## src/rtl/rf_wb_pkg.sv

```systemverilog
// Shared constants and skid-buffer state encoding for the register-file
// write-back select block.
package rf_wb_pkg;
  localparam int WIDTH_DEF = 16;
  localparam int NSRC_DEF  = 6;
  localparam int SELW_DEF  = 3;
  localparam int ERRCNT_W  = 8;

  typedef enum logic [1:0] {
    SK_EMPTY = 2'd0,
    SK_ONE   = 2'd1,
    SK_FULL  = 2'd2
  } skid_state_e;
endpackage

```

## src/rtl/rf_wb_select_if.sv

```systemverilog
// Handshake bundle between a write-data producer and rf_wb_select.
// RF_WB_SELECT_ERRCNT_EN adds the saturating error counter output.
interface rf_wb_select_if
  import rf_wb_pkg::*;
#(
  parameter int WIDTH = WIDTH_DEF,
  parameter int NSRC  = NSRC_DEF,
  parameter int SELW  = SELW_DEF
);
  logic [SELW-1:0]       sel;
  logic [NSRC*WIDTH-1:0] src_data;
  logic                  in_valid;
  logic                  in_ready;
  logic                  flush;
  logic                  err_clr;
  logic [WIDTH-1:0]      wd_data;
  logic                  wd_valid;
  logic                  wd_ready;
  logic                  sel_err;
`ifdef RF_WB_SELECT_ERRCNT_EN
  logic [ERRCNT_W-1:0]   err_count;

  modport master (
    output sel, src_data, in_valid, flush, err_clr, wd_ready,
    input  in_ready, wd_data, wd_valid, sel_err, err_count
  );
  modport slave (
    input  sel, src_data, in_valid, flush, err_clr, wd_ready,
    output in_ready, wd_data, wd_valid, sel_err, err_count
  );
`else
  modport master (
    output sel, src_data, in_valid, flush, err_clr, wd_ready,
    input  in_ready, wd_data, wd_valid, sel_err
  );
  modport slave (
    input  sel, src_data, in_valid, flush, err_clr, wd_ready,
    output in_ready, wd_data, wd_valid, sel_err
  );
`endif
endinterface

```

## src/rtl/rf_wb_skid.sv

```systemverilog
// Two-entry skid buffer. out_q is the head entry driving the output;
// skid_q catches the word accepted while the head is stalled.
module rf_wb_skid
  import rf_wb_pkg::*;
#(
  parameter int WIDTH = WIDTH_DEF
) (
  input  logic             clk,
  input  logic             reset,
  input  logic             flush,
  input  logic [WIDTH-1:0] din,
  input  logic             in_valid,
  output logic             in_ready,
  output logic [WIDTH-1:0] dout,
  output logic             out_valid,
  input  logic             out_ready
);
  skid_state_e      state_q, state_d;
  logic [WIDTH-1:0] out_q, out_d;
  logic [WIDTH-1:0] skid_q, skid_d;
  logic             acc, xfer;

  // Outputs come straight from state so they never depend on out_ready.
  assign in_ready  = (state_q != SK_FULL);
  assign out_valid = (state_q != SK_EMPTY);
  assign dout      = out_q;
  assign acc       = in_valid & in_ready;
  assign xfer      = out_ready & out_valid;

  // Next-state and entry movement; flush overrides any same-cycle accept.
  always_comb begin
    state_d = state_q;
    out_d   = out_q;
    skid_d  = skid_q;
    if (flush) begin
      state_d = SK_EMPTY;
    end else begin
      case (state_q)
        SK_EMPTY: if (acc) begin
          out_d   = din;
          state_d = SK_ONE;
        end
        SK_ONE: begin
          if (acc && xfer)      out_d = din;
          else if (acc) begin
            skid_d  = din;
            state_d = SK_FULL;
          end else if (xfer)    state_d = SK_EMPTY;
        end
        SK_FULL: if (xfer) begin
          out_d   = skid_q;
          state_d = SK_ONE;
        end
        default: state_d = SK_EMPTY;
      endcase
    end
  end

  // State and entry registers, async clear to empty.
  always_ff @(posedge clk or posedge reset) begin
    if (reset) begin
      state_q <= SK_EMPTY;
      out_q   <= '0;
      skid_q  <= '0;
    end else begin
      state_q <= state_d;
      out_q   <= out_d;
      skid_q  <= skid_d;
    end
  end
endmodule

```

## src/rtl/rf_wb_select.sv

```systemverilog
// Register-file write-back source select: decodes sel into one of NSRC
// sources (zero for out-of-range sel), buffers it through rf_wb_skid and
// tracks a sticky out-of-range error. RF_WB_SELECT_ERRCNT_EN adds an
// 8-bit saturating out-of-range counter.
module rf_wb_select
  import rf_wb_pkg::*;
#(
  parameter int WIDTH = WIDTH_DEF,
  parameter int NSRC  = NSRC_DEF,
  parameter int SELW  = SELW_DEF
) (
  input  logic clk,
  input  logic reset,
  rf_wb_select_if.slave bus
);
  logic [WIDTH-1:0] dec;
  logic             oor;
  logic             oor_acc;
  logic             sel_err_q, sel_err_d;

  // Full decode: every sel value yields a defined word, zero when out of range.
  always_comb begin
    dec = '0;
    for (int k = 0; k < NSRC; k++)
      if (bus.sel == SELW'(k)) dec = bus.src_data[k*WIDTH +: WIDTH];
  end

  assign oor     = (int'(bus.sel) >= NSRC);
  assign oor_acc = bus.in_valid & bus.in_ready & oor;

  rf_wb_skid #(.WIDTH(WIDTH)) u_skid (
    .clk       (clk),
    .reset     (reset),
    .flush     (bus.flush),
    .din       (dec),
    .in_valid  (bus.in_valid),
    .in_ready  (bus.in_ready),
    .dout      (bus.wd_data),
    .out_valid (bus.wd_valid),
    .out_ready (bus.wd_ready)
  );

  // Sticky error: a new out-of-range accept beats a same-cycle clear.
  always_comb begin
    sel_err_d = (sel_err_q & ~bus.err_clr) | oor_acc;
  end

  // Sticky error register; flush deliberately leaves it alone.
  always_ff @(posedge clk or posedge reset) begin
    if (reset) sel_err_q <= 1'b0;
    else       sel_err_q <= sel_err_d;
  end

  assign bus.sel_err = sel_err_q;

`ifdef RF_WB_SELECT_ERRCNT_EN
  logic [ERRCNT_W-1:0] err_cnt_q, err_cnt_d;

  // Saturating count of out-of-range accepts; clear wins over increment.
  always_comb begin
    err_cnt_d = err_cnt_q;
    if (bus.err_clr)                      err_cnt_d = '0;
    else if (oor_acc && (err_cnt_q != '1)) err_cnt_d = err_cnt_q + 1'b1;
  end

  // Counter register.
  always_ff @(posedge clk or posedge reset) begin
    if (reset) err_cnt_q <= '0;
    else       err_cnt_q <= err_cnt_d;
  end

  assign bus.err_count = err_cnt_q;
`endif
endmodule
```

## src/flat_wrapper.sv

```systemverilog
// flat-port wrapper written by rule: the top's interface ports become plain ports
module rf_wb_select_flat import rf_wb_pkg::*;
#(
  parameter int WIDTH = WIDTH_DEF,
  parameter int NSRC  = NSRC_DEF,
  parameter int SELW  = SELW_DEF
)
  (clk, reset, bus_sel, bus_src_data, bus_in_valid, bus_flush, bus_err_clr, bus_wd_ready, bus_in_ready, bus_wd_data, bus_wd_valid, bus_sel_err);
  rf_wb_select_if #(.WIDTH(WIDTH), .NSRC(NSRC), .SELW(SELW)) bus_i ();
  input  logic clk;
  input  logic reset;
  input wire logic [$bits(bus_i.sel)-1:0] bus_sel;
  input wire logic [$bits(bus_i.src_data)-1:0] bus_src_data;
  input wire logic [$bits(bus_i.in_valid)-1:0] bus_in_valid;
  input wire logic [$bits(bus_i.flush)-1:0] bus_flush;
  input wire logic [$bits(bus_i.err_clr)-1:0] bus_err_clr;
  input wire logic [$bits(bus_i.wd_ready)-1:0] bus_wd_ready;
  output wire logic [$bits(bus_i.in_ready)-1:0] bus_in_ready;
  output wire logic [$bits(bus_i.wd_data)-1:0] bus_wd_data;
  output wire logic [$bits(bus_i.wd_valid)-1:0] bus_wd_valid;
  output wire logic [$bits(bus_i.sel_err)-1:0] bus_sel_err;
  assign bus_i.sel = bus_sel;
  assign bus_i.src_data = bus_src_data;
  assign bus_i.in_valid = bus_in_valid;
  assign bus_i.flush = bus_flush;
  assign bus_i.err_clr = bus_err_clr;
  assign bus_i.wd_ready = bus_wd_ready;
  assign bus_in_ready = bus_i.in_ready;
  assign bus_wd_data = bus_i.wd_data;
  assign bus_wd_valid = bus_i.wd_valid;
  assign bus_sel_err = bus_i.sel_err;
  rf_wb_select #(.WIDTH(WIDTH), .NSRC(NSRC), .SELW(SELW)) u_core (.clk(clk), .reset(reset), .bus(bus_i));
endmodule
```

## config.mk

```make
export PLATFORM = sky130hd
export DESIGN_NAME = rf_wb_select_flat
export DESIGN_NICKNAME = d
export VERILOG_FILES = /design/src/rtl/rf_wb_pkg.sv /design/src/rtl/rf_wb_select_if.sv /design/src/rtl/rf_wb_skid.sv /design/src/rtl/rf_wb_select.sv /design/src/flat_wrapper.sv
export SDC_FILE = /design/constraint.sdc
export NUM_CORES = 1
export LEC_CHECK = 0
export ABC_AREA = 1
export CAP_MARGIN = 40
export CORE_MARGIN = 4
export CORE_UTILIZATION = 44
export CTS_BUF_LIST = sky130_fd_sc_hd__clkbuf_16
export CTS_CLUSTER_DIAMETER = 40
export CTS_CLUSTER_SIZE = 10
export DETAILED_ROUTE_END_ITERATION = 10
export PLACE_DENSITY = 0.87
export SLEW_MARGIN = 20
export SYNTH_ARGS = -nofsm -noshare
export SYNTH_HDL_FRONTEND = slang
export SYNTH_SLANG_ARGS = --single-unit
```

## constraint.sdc

```tcl
create_clock -name clk -period 3 [get_ports clk]
set_clock_uncertainty 0.1 [all_clocks]
set_input_delay 0.3 -clock clk [delete_from_list [all_inputs] [get_ports clk]]
set_output_delay 0.3 -clock clk [all_outputs]
set_load 0.02 [all_outputs]
```

==> summary.txt, run 1 <==
Power
  – Reg power frac: 35.7%
  – Internal power: 1.36 mW
  – Leakage dissipation: 1.91 nW
  – Total power: 2.01 mW
  – NetSw: 0.649 mW
  – Max VDD drop: 354 µV
  – Power Density: 513 mW/mm²
  – Net Sw Frac: 32.2%
  – Comb power frac: 35.3%
  – Clk pwr share: 29.0%

Worst hold path
  – Hold Path Class: in -> async

Die
  – Starting Density: 45.2%
  – Core area: 0.00547 mm²
  – Chip height: 82.9 µm
  – Die Wd: 82.9 µm
  – Rows: 27
  – Boundary Pins: 124
  – Die area: 0.00688 mm²

Timing
  – FMAX: 438 MHz
  – Count of pins over their slew limit: 0
  – Final hold vios: 0
  – # setup viols final: 0
  – Max_slew headroom: 41.9%
  – Post-layout min period: 2.28 ns
  – Unrepaired setup endpoints after global routing: false
  – Total negative slack: 0 ns
  – Fin crit share: 76.1%
  – Worst slew pin tran: 0.868 ns

Synthesis
  – Register area share after synthesis: 35.4%
  – Synthesis Warnings: 0
  – Synth top area share: 35.4%
  – Largest area contributor in the netlist: dfrtp_1
  – Synthesized cell area: 0.00247 mm²
  – Synth area leaders: dfrtp_1 (35%), nand2_1 (18%), nand3_1 (14%), nand4_1 (8.1%), nor2_1 (8.1%)
  – Post-synthesis cell type count: 23
  – Synthesized net count: 491
  – Cell count after synthesis: 386
  – Syn avg cell area: 6.40 µm²
  – Synthesized flop and latch total: 35

Detailed routing
  – Total number of vias: 3127
  – Drc violations: 0
  – Post-DRT Antenna Nets: 0
  – DR pass1 iterations: 7
  – DR vias/cell: 5.42
  – Initial DRC count: 233
  – Wire length per cell: 15.4 µm
  – Total wire length: 8.88 mm

Critical path
  – Worst EP required: 2.60 ns
  – Endpoint class of the critical path: primary output
  – Crit Path Max Fanout: 27
  – R2r setup slk: 1.06 ns
  – Type of origin of the critical path: register
  – Worst R2R End: u_core.u_skid.dout[1]
  – CP arrival: 1.88 ns
  – R2r worst-path depth: 8
  – R2r startpoint: u_core.u_skid.state_q[1]
  – Critical path class: reg -> out

Status
  – Status: complete, no violations

Clock network
  – Worst skew pair latency: 0.28 ns
  – CTS sink count: 35
  – Post-CTS Setup Repair Bufs: 0
  – CTS Buf Count: 5
  – Hold buffers post-CTS: 0
  – H-Tree Level Count: 2
  – Root Driver: clkbuf_16
  – Clock transition at path regs: 0.06 ns
  – CTS tree: built
  – Cts repair resizes: 0
  – Max Root-Sink Buffers: 2

Global routing
  – GRT Overall Usage: 26.1%
  – Largest net degree at the start of global routing: 36
  – Initial antenna violation count: 0
  – Number of global-route vias before repair: 3140
  – Remaining global-route overflow: 0
  – First-pass GRT wire length: 14.9 mm

Layout
  – Share of layout cells above drive strength 1: 4.55%
  – Most common cell after layout, fill and taps aside: clkdlybuf4s50_1
  – Area growth, synth to finish: 58.9%
  – Design area: 0.00393 mm²
  – Final #Nets: 609
  – # diodes: 0
  – Post-route insts no fill: 577
  – Commonest cells after routing, fill and taps aside: clkdlybuf4s50_1 (123), nand2_1 (117), nand3_1 (69), nor2_1 (53), dfrtp_1 (35)

Placement
  – Dpl cells: 569
  – GP Congestion: 0.989
  – PortBufs: 123
  – DP Wirelength: 6.54 mm
  – Post-DP Area: 0.00376 mm²

Job
  – Max Cap Viol: 0
[registers in the layout (all words and copies together), names as in the netlist]
name,count
u_core.u_skid.dout,16
u_core.u_skid.state_q,2
u_core.u_skid.skid_q,16
u_core.bus.sel_err,1
[critical path, cell delays in order, from the launching register on]
cell	delay, ns
dfrtp_1	0.45
inv_2	0.14
nor2_8	0.07
inv_4	0.26
clkdlybuf4s50_1	0.67
[per-layer routing]
layer / wire length (µm) / up-vias / part of all wire (%) / track usage (%)
li1: - / 1505 / - / -
met1: 3810 / 1435 / 43 / 35.1
met2: 4020 / 160 / 45 / 41.6
met3: 764 / 27 / 8.6 / 4.96
met4: 291 / 0 / 3.3 / 10.1
met5: 0 / - / 0 / 0
[layout make-up]
class,count,area [µm²]
Timing Repair Buffer,132,1300
Clock inverter,3,38.8
Inverter,35,134
Sequential cell,35,876
Multi-Input combinational cell,295,1360
Fill cell,452,1550
Tap cell,72,90.1
Clock buffer,5,125
[logic make-up after synthesis]
| kind of cell | share of synthesized area [%] |
|---|---|
| AOI/OAI and AO/OA | 4.91 |
| xor gates and xnor gates | 0.354 |
| buffers and inverters | 9.47 |
| DFF | 35.4 |
| and+or+nand+nor | 49.8 |
[power by group through the flow]
stage / Combinational [mW] / Clock [mW] / Sequential, mW
6_report: 0.711 / 0.583 / 0.719
5_1_grt: 0.785 / 0.609 / 0.735
4_1_cts: 0.711 / 0.587 / 0.716
3_5_place_dp: 0.705 / 0 / 0.719
3_3_place_gp: 0.684 / 0 / 0.714
2_1_floorplan: 0.301 / 0 / 0.769
[Yosys cell counts (all sizes together)]
cell type / instances
a21oi: 8
buf: 12
clkbuf: 9
clkinv: 2
dfrtp: 35
inv: 33
nand2: 117
nand3: 69
nand4: 32
nor2: 55
nor4: 1
o211ai: 1
o21ai: 10
o22ai: 1
xor2: 1
[worst max-delay path by stage]
stage | depth (start not counted) | startpoint | slack (ns) | end
floorplan | 7 | u_core.u_skid.state_q[1] | 1.43 | u_core.u_skid.dout[0]
global placement | 8 | bus_sel[0] | 0.51 | u_core.u_skid.skid_q[5]
detailed placement | 7 | bus_sel[0] | 0.73 | u_core.u_skid.skid_q[5]
CTS | 4 | u_core.u_skid.state_q[1] | 0.73 | bus_in_ready
global route | 4 | u_core.u_skid.state_q[1] | 0.65 | bus_in_ready
finish | 4 | u_core.u_skid.state_q[1] | 0.72 | bus_in_ready
[metrics by stage]
stage	util [%]	hold WS, ns	setup slack, ns
4_1_cts	71.8	0.340	0.727
3_5_place_dp	68.8	0.364	0.734
5_1_grt	71.8	0.376	0.652
3_3_place_gp	68.3	0.362	0.509
2_1_floorplan	-	0.266	1.43
6_report	71.8	0.328	0.716
Power figures use the tool's default switching activity.
==> run 2, diff against run 1 <==
--- a/config.mk
+++ b/config.mk
@@ -8,12 +8,12 @@
 export ABC_AREA = 1
 export CAP_MARGIN = 40
 export CORE_MARGIN = 4
-export CORE_UTILIZATION = 44
+export CORE_UTILIZATION = 37
 export CTS_BUF_LIST = sky130_fd_sc_hd__clkbuf_16
 export CTS_CLUSTER_DIAMETER = 40
 export CTS_CLUSTER_SIZE = 10
 export DETAILED_ROUTE_END_ITERATION = 10
-export PLACE_DENSITY = 0.87
+export PLACE_DENSITY = 0.78
 export SLEW_MARGIN = 20
 export SYNTH_ARGS = -nofsm -noshare
 export SYNTH_HDL_FRONTEND = slang
==> constraint.sdc (replaced) <==
create_clock -name clk -period 1.95 [get_ports clk]
set_clock_uncertainty 0.1 [all_clocks]
set_input_delay 0.195 -clock clk [delete_from_list [all_inputs] [get_ports clk]]
set_output_delay 0.195 -clock clk [all_outputs]
set_load 0.02 [all_outputs]
==> run 2 against run 1 <==
Against the previous run: sequential share of layout area is 0.56 points lower; critical path depth is 1 lower; sequential power is 52% higher; global-route usage is 4.7 points lower; routed wire length is 0.63% lower; final cell count is 2.4% higher; combinational power is 59% higher; clock power is 31% higher; via count is 1.9% lower; count of clock-buffer cells in the layout stayed put; hold slack worse by 0.11 ns.
==> summary.txt, run 2 (synthesis results as in run 1) <==
Critical path
  – CP arrival: 1.56 ns
  – Worst path slowest cell: clkdlybuf4s50_1
  – Critical path class: reg -> out
  – Type of origin of the critical path: register
  – Bufs and invs on worst path: 2
  – Endpoint class of the critical path: primary output
  – Worst EP required: 1.65 ns
  – CP delay by family, top: buffers and inverters
  – Crit Path Max Fanout: 5
  – Setup crit start: u_core.u_skid.state_q[1]
  – R2r setup slk: 0.28 ns
  – Max incr delay on CP: 0.54 ns
  – R2r startpoint: u_core.u_skid.state_q[0]
  – Crit-path cells: nor2_1, inv_1, clkdlybuf4s50_1

Detailed routing
  – DR pass1 iterations: 4
  – DR vias/cell: 5.19
  – Wire length per cell: 14.9 µm
  – Total number of vias: 3067
  – Total wire length: 8.83 mm
  – Post-DRT Antenna Nets: 0
  – Initial DRC count: 240
  – Drc violations: 0

Timing
  – # setup viols final: 0
  – Worst slew pin tran: 0.448 ns
  – Post-layout min period: 1.86 ns
  – Unrepaired setup endpoints after global routing: false
  – Fin crit share: 95.2%
  – Max_slew headroom: 70.1%
  – Count of pins over their slew limit: 0
  – FMAX: 539 MHz
  – Final hold vios: 0
  – Total negative slack: 0 ns

Placement
  – Dpl cells: 582
  – PortBufs: 123
  – GP Congestion: 0.842
  – DP Wirelength: 6.69 mm

Layout
  – # diodes: 0
  – Area growth, synth to finish: 63.3%
  – Share of layout cells above drive strength 1: 6.61%
  – Commonest cells after routing, fill and taps aside: clkdlybuf4s50_1 (122), nand2_1 (117), nand3_1 (69), nor2_1 (53), dfrtp_1 (34)
  – Most common cell after layout, fill and taps aside: clkdlybuf4s50_1
  – Final #Nets: 618
  – Post-route insts no fill: 591

Power
  – Max VDD drop: 468 µV
  – Comb power frac: 37.8%
  – Power Density: 742 mW/mm²
  – Clk pwr share: 25.6%
  – Reg power frac: 36.6%
  – Leakage dissipation: 1.97 nW
  – NetSw: 0.992 mW
  – Internal power: 2.00 mW
  – Net Sw Frac: 33.2%

Clock network
  – Root Driver: clkbuf_16
  – CTS sink count: 35
  – Post-CTS Setup Repair Bufs: 0
  – CTS Buf Count: 5
  – Clock transition at path regs: 0.05 ns
  – Max Root-Sink Buffers: 2
  – CTS tree: built
  – H-Tree Level Count: 2
  – Hold buffers post-CTS: 0
  – Worst skew pair latency: 0.28 ns

Global routing
  – Initial antenna violation count: 0
  – Remaining global-route overflow: 0
  – Number of global-route vias before repair: 2967
  – First-pass GRT wire length: 14.5 mm
  – GRT Overall Usage: 21.4%
  – Largest net degree at the start of global routing: 36

Worst hold path
  – Hold Path Class: in -> async

Die
  – Core area: 0.00642 mm²
  – Starting Density: 38.5%
  – Die Wd: 89.7 µm
  – Chip height: 89.7 µm
  – Boundary Pins: 124
  – Rows: 29
  – Die area: 0.00805 mm²

Status
  – Status: complete, no violations

Job
  – Max Cap Viol: 0
==> run 2: cell count changes in the layout (fill, tap and decap cells not counted), sizes merged <==
cell / before / now
buf: 9 / 18
dlymetal6s2s: 0 / 1
bufinv: 1 / 0
clkinv: 4 / 5
clkdlybuf4s50: 123 / 122
==> run 2: worst register-to-register path: cells and delay by family (launching register included) <==
kind / cells / cell delay, ns
buffers and inverters: 3 / 0.44
AO/OA/AOI/OAI: 3 / 0.38
flip-flops: 1 / 0.37
AND/OR/NAND/NOR: 3 / 0.32
==> run 2: layout make-up <==
type / count / area [µm²]
clock inverter: 3 / 15.0
timing repair buffer: 141 / 1430
tap: 77 / 96.3
fill: 554 / 2390
sequential: 35 / 877
multi-input combinational: 295 / 1360
clock buffer: 5 / 125
inverter: 35 / 134
==> run 2: repair_timing <==
item	CTS	global route
setup endpoints to repair	1	1
pin swaps	0	0
resized for setup	1	1
==> run 2: power groups by stage <==
stage / logic, mW / registers (mW) / clock network [mW]
2_1_floorplan: 0.463 / 1.18 / 0
4_1_cts: 1.13 / 1.09 / 0.771
5_1_grt: 1.24 / 1.12 / 0.809
6_report: 1.13 / 1.09 / 0.765
3_3_place_gp: 1.09 / 1.09 / 0
3_5_place_dp: 1.12 / 1.10 / 0
==> run 2: path summary, 6_finish.rpt <==
kind	to	depth (start not counted)
worst max-delay path	bus_wd_valid	3
worst min-delay path	u_core.u_skid.skid_q[10]	3
worst max register to register	u_core.u_skid.dout[2]	9
worst min register to register	u_core.u_skid.skid_q[7]	2
max in group asynchronous	u_core.u_skid.state_q[1]	3
min in group clk	u_core.u_skid.state_q[0]	2
==> run 2: stage by stage <==
step / hold WS [ns] / cell area (µm²) / power (mW) / worst slack (ns) / util (%)
floorplan: 0.161 / 2470 / 1.65 / 0.382 / -
global placement: 0.363 / 3850 / 2.18 / -0.258 / 59.9
detailed placement: 0.366 / 3860 / 2.22 / -0.0482 / 60.2
CTS: 0.248 / 4010 / 3.00 / 0.0194 / 62.4
global route: 0.274 / 4040 / 3.17 / 0.0375 / 62.8
finish: 0.223 / 4040 / 2.99 / 0.0938 / 62.8
==> run 2: layer usage <==
metal,global-route usage [%],up-vias,wire length [µm]
li1,-,1521,-
met1,29.5,1435,3980
met2,35.7,105,4270
met3,3.84,6,508
met4,3.96,0,66
met5,0,-,0
==> run 3, diff against run 2 <==
--- a/config.mk
+++ b/config.mk
@@ -7,13 +7,16 @@
 export LEC_CHECK = 0
 export ABC_AREA = 1
 export CAP_MARGIN = 40
+export CELL_PAD_IN_SITES_DETAIL_PLACEMENT = 1
+export CELL_PAD_IN_SITES_GLOBAL_PLACEMENT = 1
 export CORE_MARGIN = 4
-export CORE_UTILIZATION = 37
+export CORE_UTILIZATION = 24
 export CTS_BUF_LIST = sky130_fd_sc_hd__clkbuf_16
 export CTS_CLUSTER_DIAMETER = 40
 export CTS_CLUSTER_SIZE = 10
 export DETAILED_ROUTE_END_ITERATION = 10
-export PLACE_DENSITY = 0.78
+export GPL_TIMING_DRIVEN = 1
+export PLACE_DENSITY_LB_ADDON = 0.1
 export SLEW_MARGIN = 20
 export SYNTH_ARGS = -nofsm -noshare
 export SYNTH_HDL_FRONTEND = slang
==> run 3 against run 2 <==
Against the previous run: routed wire length rose by 17%; sequential cell count unchanged; clock power down 2%; critical path type unchanged; largest cell class unchanged.
==> summary.txt, run 3 (synthesis results as in run 1) <==
Detailed routing
  – Post-DRT Antenna Nets: 0
  – DR vias/cell: 4.64
  – Wire length per cell: 15.9 µm
  – Total wire length: 10.3 mm
  – Total number of vias: 3022
  – Initial DRC count: 149
  – DR pass1 iterations: 4
  – Drc violations: 0

Clock network
  – CTS sink count: 35
  – Clock transition at path regs: 0.05 ns
  – Max Root-Sink Buffers: 2
  – Hold buffers post-CTS: 0
  – CTS Buf Count: 5
  – Post-CTS Setup Repair Bufs: 0
  – Root Driver: clkbuf_16
  – CTS tree: built
  – H-Tree Level Count: 2
  – Worst skew pair latency: 0.28 ns

Global routing
  – GRT met3 Usage: 3.17%
  – Met1 Use GR: 26.2%
  – Most used routing layer in global routing: met2
  – Initial antenna violation count: 0
  – Grt met2 use: 26.5%
  – Number of global-route vias before repair: 3112
  – First-pass GRT wire length: 16.5 mm
  – Largest net degree at the start of global routing: 36
  – GRT Overall Usage: 17.6%
  – Remaining global-route overflow: 0

Timing
  – Final hold vios: 0
  – FMAX: 541 MHz
  – # setup viols final: 0
  – Max_slew headroom: 69.5%
  – Post-layout min period: 1.85 ns
  – Count of pins over their slew limit: 0
  – Unrepaired setup endpoints after global routing: false
  – Final setup margin: 0.102 ns
  – Hold Worst Slack: 0.225 ns
  – Worst slew pin tran: 0.457 ns
  – Fin crit share: 94.8%

Die
  – Boundary Pins: 124
  – Die Wd: 109 µm
  – Core area: 0.00991 mm²
  – Rows: 36
  – Die area: 0.0120 mm²
  – Chip height: 109 µm
  – Starting Density: 24.9%

Power
  – Max VDD drop: 365 µV
  – Leakage dissipation: 1.99 nW
  – Power Density: 721 mW/mm²

Placement
  – Setup WS pre-CTS: -0.145 ns
  – Dpl cells: 644
  – DP Wirelength: 7.99 mm
  – PortBufs: 123
  – GP Congestion: 0.748

Layout
  – # diodes: 0
  – Area growth, synth to finish: 67.6%
  – Share of layout cells above drive strength 1: 7.53%
  – Post-route insts no fill: 651
  – Final #Nets: 623
  – Commonest cells after routing, fill and taps aside: clkdlybuf4s50_1 (122), nand2_1 (117), nand3_1 (69), nor2_1 (51), dfrtp_1 (34)
  – Most common cell after layout, fill and taps aside: clkdlybuf4s50_1

Critical path
  – CP delay by family, top: buffers and inverters
  – CP arrival: 1.55 ns
  – Worst EP required: 1.65 ns
  – Critical path class: reg -> out
  – Endpoint class of the critical path: primary output
  – Type of origin of the critical path: register
  – R2r startpoint: u_core.u_skid.state_q[1]
  – Worst path slowest cell: clkdlybuf4s50_1
  – Max incr delay on CP: 0.54 ns
  – R2r worst-path depth: 9
  – R2r setup slk: 0.33 ns
  – Bufs and invs on worst path: 2
  – Worst R2R End: u_core.u_skid.dout[4]
  – Crit-path cells: nor2_2, inv_1, clkdlybuf4s50_1
  – Crit Path Max Fanout: 6

Worst hold path
  – Hold Path Class: in -> async

Job
  – Max Cap Viol: 0

Status
  – Status: complete, no violations
==> run 3: cell types whose count changed in the layout (fill, tap and decap cells not counted), sizes merged <==
cell,previous run,this run
dlygate4sd2,0,1
dlymetal6s2s,1,0
buf,18,23
clkinv,5,4
==> run 3: report_power, final <==
| group | switching, mW | internal [mW] |
|---|---|---|
| Clock | 0.288 | 0.459 |
| Sequential | 0.134 | 0.972 |
| Combinational | 0.570 | 0.566 |
==> run 3: metal layers <==
metal / wire length (µm) / up-vias / part of all wire [%]
met2: 4500 / 92 / 44
met4: 17 / 0 / 0.16
met3: 750 / 2 / 7.3
met5: 0 / - / 0
li1: - / 1531 / -
met1: 5060 / 1397 / 49
==> run 3: timing repair <==
| item | in CTS | in global routing |
|---|---|---|
| gates resized for setup | 2 | 2 |
| setup endpoints to repair | 2 | 2 |
| gates cloned | 0 | 0 |
==> run 3: stage by stage <==
step | setup TNS (ns) | utilization [%] | instance area [µm²] | power (mW)
floorplan | 0 | - | 2470 | 1.65
global placement | -6.00 | 40.3 | 4000 | 2.23
detailed placement | -2.15 | 40.4 | 4000 | 2.26
CTS | 0 | 41.8 | 4140 | 3.03
global route | 0 | 41.8 | 4140 | 3.21
finish | 0 | 41.8 | 4140 | 2.99
==> run 3: final cells by class <==
cell class              instances  area [µm²]
well taps                     133         166
repair buffers                146        1470
clock inverters                 2        8.76
fillers                      1251        5770
multi-input cells             295        1370
clock buffers                   5         125
inverters                      35         134
flip-flops and latches         35         877
==> run 3: how the worst max path moves through the flow <==
stage	start	end	slack, ns	cells past startpoint
floorplan	u_core.u_skid.state_q[1]	u_core.u_skid.dout[0]	0.38	7
global placement	bus_sel[1]	u_core.u_skid.skid_q[2]	-0.28	8
detailed placement	bus_sel[0]	u_core.u_skid.skid_q[10]	-0.14	10
CTS	u_core.u_skid.state_q[0]	bus_wd_valid	0.03	3
global route	bus_sel[0]	u_core.u_skid.dout[13]	0.02	10
finish	u_core.u_skid.state_q[0]	bus_wd_valid	0.10	3
==> run 3: tightest hold or removal path, stage by stage <==
cell and delay [ns]:
clkdlybuf4s50_1 0.40, inv_1 0.05, buf_4 0.39
